<file path="config.mk">
export PLATFORM = sky130hd
export DESIGN_NAME = uart_rx_byte
export DESIGN_NICKNAME = d
export VERILOG_FILES = /design/src/rtl/uart_rx_byte.sv
export SDC_FILE = /design/constraint.sdc
export NUM_CORES = 1
export LEC_CHECK = 0
export CORE_UTILIZATION = 50
export CTS_CLUSTER_DIAMETER = 80
export CTS_CLUSTER_SIZE = 16
export DETAILED_ROUTE_END_ITERATION = 7
export PLACE_DENSITY = 0.74
export SYNTH_ARGS = -nofsm -noshare
export SYNTH_HDL_FRONTEND = slang
export SYNTH_SLANG_ARGS = --single-unit
</file>
<file path="constraint.sdc">
create_clock -name clk -period 1.5 [get_ports clk]
set_input_delay 0.225 -clock clk [delete_from_list [all_inputs] [get_ports clk]]
set_output_delay 0.225 -clock clk [all_outputs]
set_load 0.05 [all_outputs]
</file>
<file path="src/rtl/uart_rx_byte.sv">
// uart_rx_byte: 8N1 asynchronous serial receiver.
// It synchronises rx, finds the start edge and samples each bit at its centre.
// Each good byte is presented on a valid/ready output register.
// It also flags false starts (silently dropped), framing errors and overruns.
module uart_rx_byte #(
    parameter int unsigned CLKS_PER_BIT = 868,  // legal range: 4 or more
    parameter int unsigned DATA_BITS    = 8     // only 8 is supported
) (
    input  logic                 clk,
    input  logic                 rst,
    input  logic                 rx,
    output logic [DATA_BITS-1:0] out,
    output logic                 out_valid,
    input  logic                 out_ready,
    output logic                 frame_err,
    output logic                 overrun,
    output logic                 busy
);

    localparam int unsigned HalfBit = CLKS_PER_BIT / 2;
    localparam int unsigned CntW    = $clog2(CLKS_PER_BIT);
    localparam int unsigned BitW    = $clog2(DATA_BITS);

    // Terminal counts: the cycle counter clears on entry to each state, so the
    // sample point of a state is reached when the counter equals (period - 1).
    localparam logic [CntW-1:0] HalfLast = CntW'(HalfBit - 1);
    localparam logic [CntW-1:0] BitLast  = CntW'(CLKS_PER_BIT - 1);
    localparam logic [BitW-1:0] LastBit  = BitW'(DATA_BITS - 1);

    typedef enum logic [1:0] {
        StIdle,
        StStart,
        StData,
        StStop
    } state_e;

    // ------------------------------------------------------------------
    // Input synchroniser and start-edge qualification
    // ------------------------------------------------------------------
    logic [1:0] sync_q;      // [0] first stage, [1] synchronised line
    logic       rx_s;
    logic       rx_prev_q;
    logic [1:0] fill_q;      // marks when sync_q[1] holds a real line sample
    logic       armed_q;     // line has been seen high since reset
    logic       armed_d;
    logic       start_edge;

    assign rx_s = sync_q[1];

    // The synchroniser resets to 1, so right after reset it reports an idle
    // line that may not exist. Arm edge detection only after a genuine high
    // sample, so a reset in the middle of a low bit cannot fake a start.
    assign armed_d    = armed_q | (fill_q[1] & rx_s);
    assign start_edge = armed_q & rx_prev_q & ~rx_s;

    // Synchroniser, edge-detect history and arming flag.
    always_ff @(posedge clk or posedge rst) begin
        if (rst) begin
            sync_q    <= 2'b11;
            rx_prev_q <= 1'b1;
            fill_q    <= 2'b00;
            armed_q   <= 1'b0;
        end else begin
            sync_q    <= {sync_q[0], rx};
            rx_prev_q <= rx_s;
            fill_q    <= {fill_q[0], 1'b1};
            armed_q   <= armed_d;
        end
    end

    // ------------------------------------------------------------------
    // Receive state machine
    // ------------------------------------------------------------------
    state_e                 state_q, state_d;
    logic [CntW-1:0]        cnt_q, cnt_d;
    logic [BitW-1:0]        bit_q, bit_d;
    logic [DATA_BITS-1:0]   shift_q, shift_d;
    logic                   deliver;     // stop bit good: hand the byte over
    logic                   stop_bad;    // stop bit sampled low

    // FSM state, cycle counter, bit counter and shift register.
    always_ff @(posedge clk or posedge rst) begin
        if (rst) begin
            state_q <= StIdle;
            cnt_q   <= '0;
            bit_q   <= '0;
            shift_q <= '0;
        end else begin
            state_q <= state_d;
            cnt_q   <= cnt_d;
            bit_q   <= bit_d;
            shift_q <= shift_d;
        end
    end

    // Next-state logic: sample at mid-start, then at each data bit centre and the stop centre.
    always_comb begin
        state_d  = state_q;
        cnt_d    = cnt_q + 1'b1;
        bit_d    = bit_q;
        shift_d  = shift_q;
        deliver  = 1'b0;
        stop_bad = 1'b0;

        unique case (state_q)
            StIdle: begin
                cnt_d = '0;
                bit_d = '0;
                if (start_edge) begin
                    state_d = StStart;
                end
            end

            StStart: begin
                if (cnt_q == HalfLast) begin
                    cnt_d = '0;
                    // A line back high at mid-start was a glitch: drop it quietly.
                    state_d = rx_s ? StIdle : StData;
                end
            end

            StData: begin
                if (cnt_q == BitLast) begin
                    cnt_d   = '0;
                    shift_d = {rx_s, shift_q[DATA_BITS-1:1]};  // LSB arrives first
                    bit_d   = bit_q + 1'b1;
                    if (bit_q == LastBit) begin
                        state_d = StStop;
                    end
                end
            end

            StStop: begin
                if (cnt_q == BitLast) begin
                    cnt_d    = '0;
                    state_d  = StIdle;
                    deliver  = rx_s;
                    stop_bad = ~rx_s;
                end
            end

            default: begin
                state_d = StIdle;
            end
        endcase
    end

    // ------------------------------------------------------------------
    // Output register and valid/ready handshake
    // ------------------------------------------------------------------
    logic [DATA_BITS-1:0] out_q, out_d;
    logic                 out_valid_q, out_valid_d;
    logic                 frame_err_q, frame_err_d;
    logic                 overrun_q, overrun_d;

    // Handshake next-state: a delivery wins over a consume on the same cycle.
    always_comb begin
        out_d       = out_q;
        out_valid_d = out_valid_q;
        overrun_d   = 1'b0;
        frame_err_d = stop_bad;

        if (out_ready) begin
            out_valid_d = 1'b0;
        end

        if (deliver) begin
            out_d       = shift_q;
            out_valid_d = 1'b1;
            // Only a byte nobody is taking this cycle counts as lost.
            overrun_d   = out_valid_q & ~out_ready;
        end
    end

    // Output registers; the error flags are single-cycle pulses.
    always_ff @(posedge clk or posedge rst) begin
        if (rst) begin
            out_q       <= '0;
            out_valid_q <= 1'b0;
            frame_err_q <= 1'b0;
            overrun_q   <= 1'b0;
        end else begin
            out_q       <= out_d;
            out_valid_q <= out_valid_d;
            frame_err_q <= frame_err_d;
            overrun_q   <= overrun_d;
        end
    end

    assign out       = out_q;
    assign out_valid = out_valid_q;
    assign frame_err = frame_err_q;
    assign overrun   = overrun_q;
    assign busy      = (state_q != StIdle);

endmodule

</file>
### After elaboration in Yosys (flattened, before gate mapping)

Cells that the tools add are included.

* output and inout bits: 12
* word-level logic and storage cells: 59
* register bits: 40

* equality and inequality tests: 11
* mux-type cells: 19
* $add $sub $neg: 2
* bitwise logic cells: 7
* reductions and logical operators: 8

Operators with widths (number)
* $pmux W10 S3: 1
* $mux W10: 2
* $mux W2: 6
* $add A10 B1 Y10 const B: 1
* $eq A10 B10 Y1 const B: 1
* $eq A10 B9 Y1 const B: 1
* $ne A2 B2 Y1 const B: 5
* $pmux W2 S4: 1
* $mux W1: 7
* $pmux W3 S2: 1
* $reduce_bool A2 Y1: 3
* $reduce_and A5 Y1: 1
* $and A1 B1 Y1: 4
* $eq A2 B2 Y1 const B: 2
* $reduce_and A2 Y1: 2
* $add A3 B1 Y3 const B: 1
* $eq A3 B3 Y1 const B: 1
* $mux W3: 1
* $eq A2 B1 Y1 const B: 1
* $logic_not A2 Y1: 1
* $not A1 Y1: 2
* $reduce_or A2 Y1: 1
* $or A1 B1 Y1: 1

### Depth between registers and ports, before layout

* depth in word-level cells: 4
* depth in mapped cells: 5
* depth with buffers taken out: 5

### Least setup slack after synthesis

Ideal clock, no wire load.

* path type: reg-to-reg
* start: reg cnt_q[3]
* end: reg shift_q[0]
* stages on the path, launching flop included: 6
* required time: 1.375 ns
* slack: -0.169 ns
* period minus slack after synthesis: 1.669 ns
* path buffers: 1
* arrival: 1.544 ns
* cells stage by stage: dfrtp_1 > and4bb_1 > nand3_1 > or3_1 > buf_6 > mux2_4

* word-level cells in the longest chain between the ends: 2

RTL lines
* start, declared: RTL line 75 `logic [CntW-1:0] cnt_q, cnt_d;`
* start signal, assigned: RTL line 90 `cnt_q <= cnt_d;`
* $eq A10 B10 Y1: RTL line 123 `if (cnt_q == BitLast) begin`
* $reduce_and A2 Y1 (no line)
* end signal, assigned: RTL line 92 `shift_q <= shift_d;`
* end, declared: RTL line 77 `logic [DATA_BITS-1:0] shift_q, shift_d;`

Every way passes these cells.
A chain may end at the register's enable or synchronous reset.

### Final worst setup path

* start: reg cnt_q[7]
* end: reg shift_q[6]

The elaborated chain is that of the path after synthesis.

==> metrics.yaml <==
status:
  status: "complete, but fails checks"
  violations: "setup timing"
worst_setup_path:
  cp_top_family: "simple AND/OR/NAND/NOR gates"
  cp_slowest_cell: "or3_4"
  worstPathArrival_ns: 1.89
  start_kind: "flip-flop"
  critPathKind: "reg -> reg"
  slowest_delay_ns: 0.42
  cp-end-kind: "flip-flop"
  cp.buffers_inverters: 0
  cp.depth: 4
  crit_chain: "and4bb_2 -> nand3_2 -> or3_4 -> mux2_4"
  r2r_start: "cnt_q[7]"
  worst_ep_required_time_ns: 1.73
  crit_start: "cnt_q[7]"
  reg2regPathDepth: 4
  cp_max_fo: 8
cts:
  clockBufferDepth: 2
  cts_buffers: 5
  cts.clk_slew.worst_paths_ns: 0.12
  clock_latency_ns: 0.34
  htree_levels: 2
  clkSinkCount: 40
  cts_root_buf: "clkbuf_4"
  cts_tree: "done"
floorplanning:
  die-area_um2: 3670
  chipHeight_um: 60.6
  core_um2: 3150
  fp-row-count: 20
  pin_count: 16
  initial_utilization_pct: 54.4
  die_x_um: 60.6
sta:
  timing.final.crit_period_ns: 1.66
  finalWorstSetupSlack_ns: -0.158
  fmax_mhz: 603
  finalMaxSlewViolations: 0
  skew_ns: 0.00492
  hold_viol_final: 0
  finalCritPeriodShare_pct: 111
  setup_viol: 27
  rsz0062_at_grt: "yes"
synth:
  synth_fp_nets: 146
  synth_edf_count: 0
  synth_area_um2: 1720
  synthCells: 138
  avgSynthCellArea_um2: 12.4
  postSynth.asyncResetShare_pct: 100
  ys.warnings.count: 0
  yosysSeqAreaShare_pct: 58.5
  synthDistinctLibCells: 35
  synthFlopType: "dfrtp_1"
  ys_ff_latch: 40
cells_and_area:
  diodes: 0
  n_fill_cell: 237
  syn_to_final_growth_pct: 29.9
  layout.cells.non_filler: 225
  drive_gt1_share_pct: 39.2
  post-route-util_pct: 70.7
  final_nets: 188
detailed_routing:
  dr.pass1.iters: 4
  viasPerCell: 5.22
  wire_per_inst_um: 14.4
  vias: 1175
  drcViolationCount: 0
  drtIter0Drc: 42
  ant_nets: 0
  wl_mm: 3.23
place:
  place_hpwl_mm: 2.25
  placed_cells: 216
  gp_congestion: 0.734
  dpl_worst_slack_ns: -0.178
  io_buffers: 15
pwr:
  power_density_nw_per_um2: 1130
  total_power_uw: 2530
  ir_worst_vdd_v: 0.00121
  cellLeakagePower_uw: 0.00109
grt:
  grt_overflow: 0
  grt_max_degree: 41
  grt_pass1_wl_mm: 5.52
  grt_pass1_vias: 1264
  antenna_found_initial: 0
  grt.total_usage_pct: 21.2
hold_path:
  hp-class: "in -> async"
run:
  cap_violations: 0
==> path summary, 6_finish.rpt <==
| path | to | slack, ns |
|---|---|---|
| max | shift_q[6] | -0.16 |
| min | cnt_q[7] | 0.22 |
| max reg2reg | shift_q[6] | -0.16 |
| min reg2reg | sync_q[1] | 0.37 |
| max in group asynchronous | sync_q[1] | 1.01 |
| min in group clk | sync_q[0] | 0.29 |
==> final cells by class <==
| class | count | area (um^2) | area share, % |
|---|---|---|---|
| inverter | 4 | 20.0 | 0.898 |
| clock buffer | 7 | 65.1 | 2.92 |
| clock inverter | 1 | 30.0 | 1.35 |
| timing repair buffer | 39 | 337 | 15.1 |
| sequential | 40 | 1000 | 45.1 |
| tap | 44 | 55.1 | 2.47 |
| multi-input combinational | 90 | 718 | 32.2 |
==> cells in the mapped netlist (all sizes together), types with 3 or more instances <==
master   n  area share, %
dfrtp   37             54
dfstp    3            4.6
ha       4            2.9
inv      4           0.87
mux2    16             12
nand2   13            2.8
nand3    9            2.6
nand4    3            1.1
nor2    13            2.8
o211ai   3            1.3
xnor2    3            1.5
xor2     5            2.6
==> through the flow <==
stage / hold WS (ns) / TNS, ns / area, um^2
floorplan: 0.229 / -1.80 / 1740
global placement: 0.332 / -1.55 / 2080
detailed placement: 0.350 / -2.09 / 2080
CTS: 0.220 / -2.79 / 2200
global route: 0.204 / -4.31 / 2230
finish: 0.219 / -2.49 / 2230
==> sequential cells by signal (all words and copies together) (netlist names), named ones only <==
| register | count |
|---|---|
| frame_err | 1 |
| out | 8 |
| rx_prev_q | 1 |
| armed_q | 1 |
| cnt_q | 10 |
| bit_q | 3 |
| out_valid | 1 |
| shift_q | 8 |
| overrun | 1 |
| sync_q | 2 |
| fill_q | 2 |
| state_q | 1 |
==> power breakdown <==
| group | switching (uW) | internal (uW) |
|---|---|---|
| Clock | 338 | 443 |
| Sequential | 50.6 | 1160 |
| Combinational | 271 | 267 |
| Total | 660 | 1870 |
==> kinds of logic after synthesis <==
kind of cell	Yosys count	synth area share [%]
AOI/OAI and AO/OA	9	4.15
other	1	0.218
xor gates and xnor gates	8	4.08
buffers and inverters	8	2.26
adders and majority gates	4	2.92
muxes	16	12.2
and+or+nand+nor	52	15.6
DFF	40	58.5
==> what timing repair did <==
item,4_1_cts,5_1_grt
setup buffers,1,1
hold buffers,0,0
resized for setup,10,6
gates cloned,0,0
hold endpoints to repair,0,0
endpoints found under the setup margin,30,34
pin swaps,2,2
==> worst register-to-register path: cells and delay by family, from the launching register on <==
| family | cells | cell delay (ns) |
|---|---|---|
| mux | 1 | 0.32 |
| simple gates | 3 | 0.82 |
| flops | 1 | 0.41 |
==> layer usage <==
layer	up-vias	track usage, %	part of all wire (%)
met5	-	0	0
met4	0	9.42	1.5
met3	4	5.76	3.3
met2	27	36.4	52
met1	582	24.9	43
li1	562	-	-
==> cell usage in the layout, fill, tap and decap left out, types with 3 or more instances in the layout <==
| cell | Yosys | routed |
|---|---|---|
| xnor2_1 | 3 | 3 |
| ha_1 | 4 | 3 |
| dfrtp_1 | 37 | 37 |
| buf_4 | 0 | 31 |
| mux2_4 | 8 | 8 |
| nor2_1 | 13 | 13 |
| mux2_2 | 7 | 7 |
| inv_1 | 4 | 3 |
| dfstp_2 | 3 | 3 |
| clkbuf_4 | 0 | 5 |
| o211ai_1 | 3 | 3 |
| clkdlybuf4s50_1 | 0 | 3 |
| buf_6 | 1 | 3 |
| nand2_1 | 13 | 12 |
| xor2_1 | 5 | 5 |
| nand3_1 | 9 | 8 |
| nand4_1 | 3 | 3 |
Note: power is estimated with default switching activity, not from simulation.
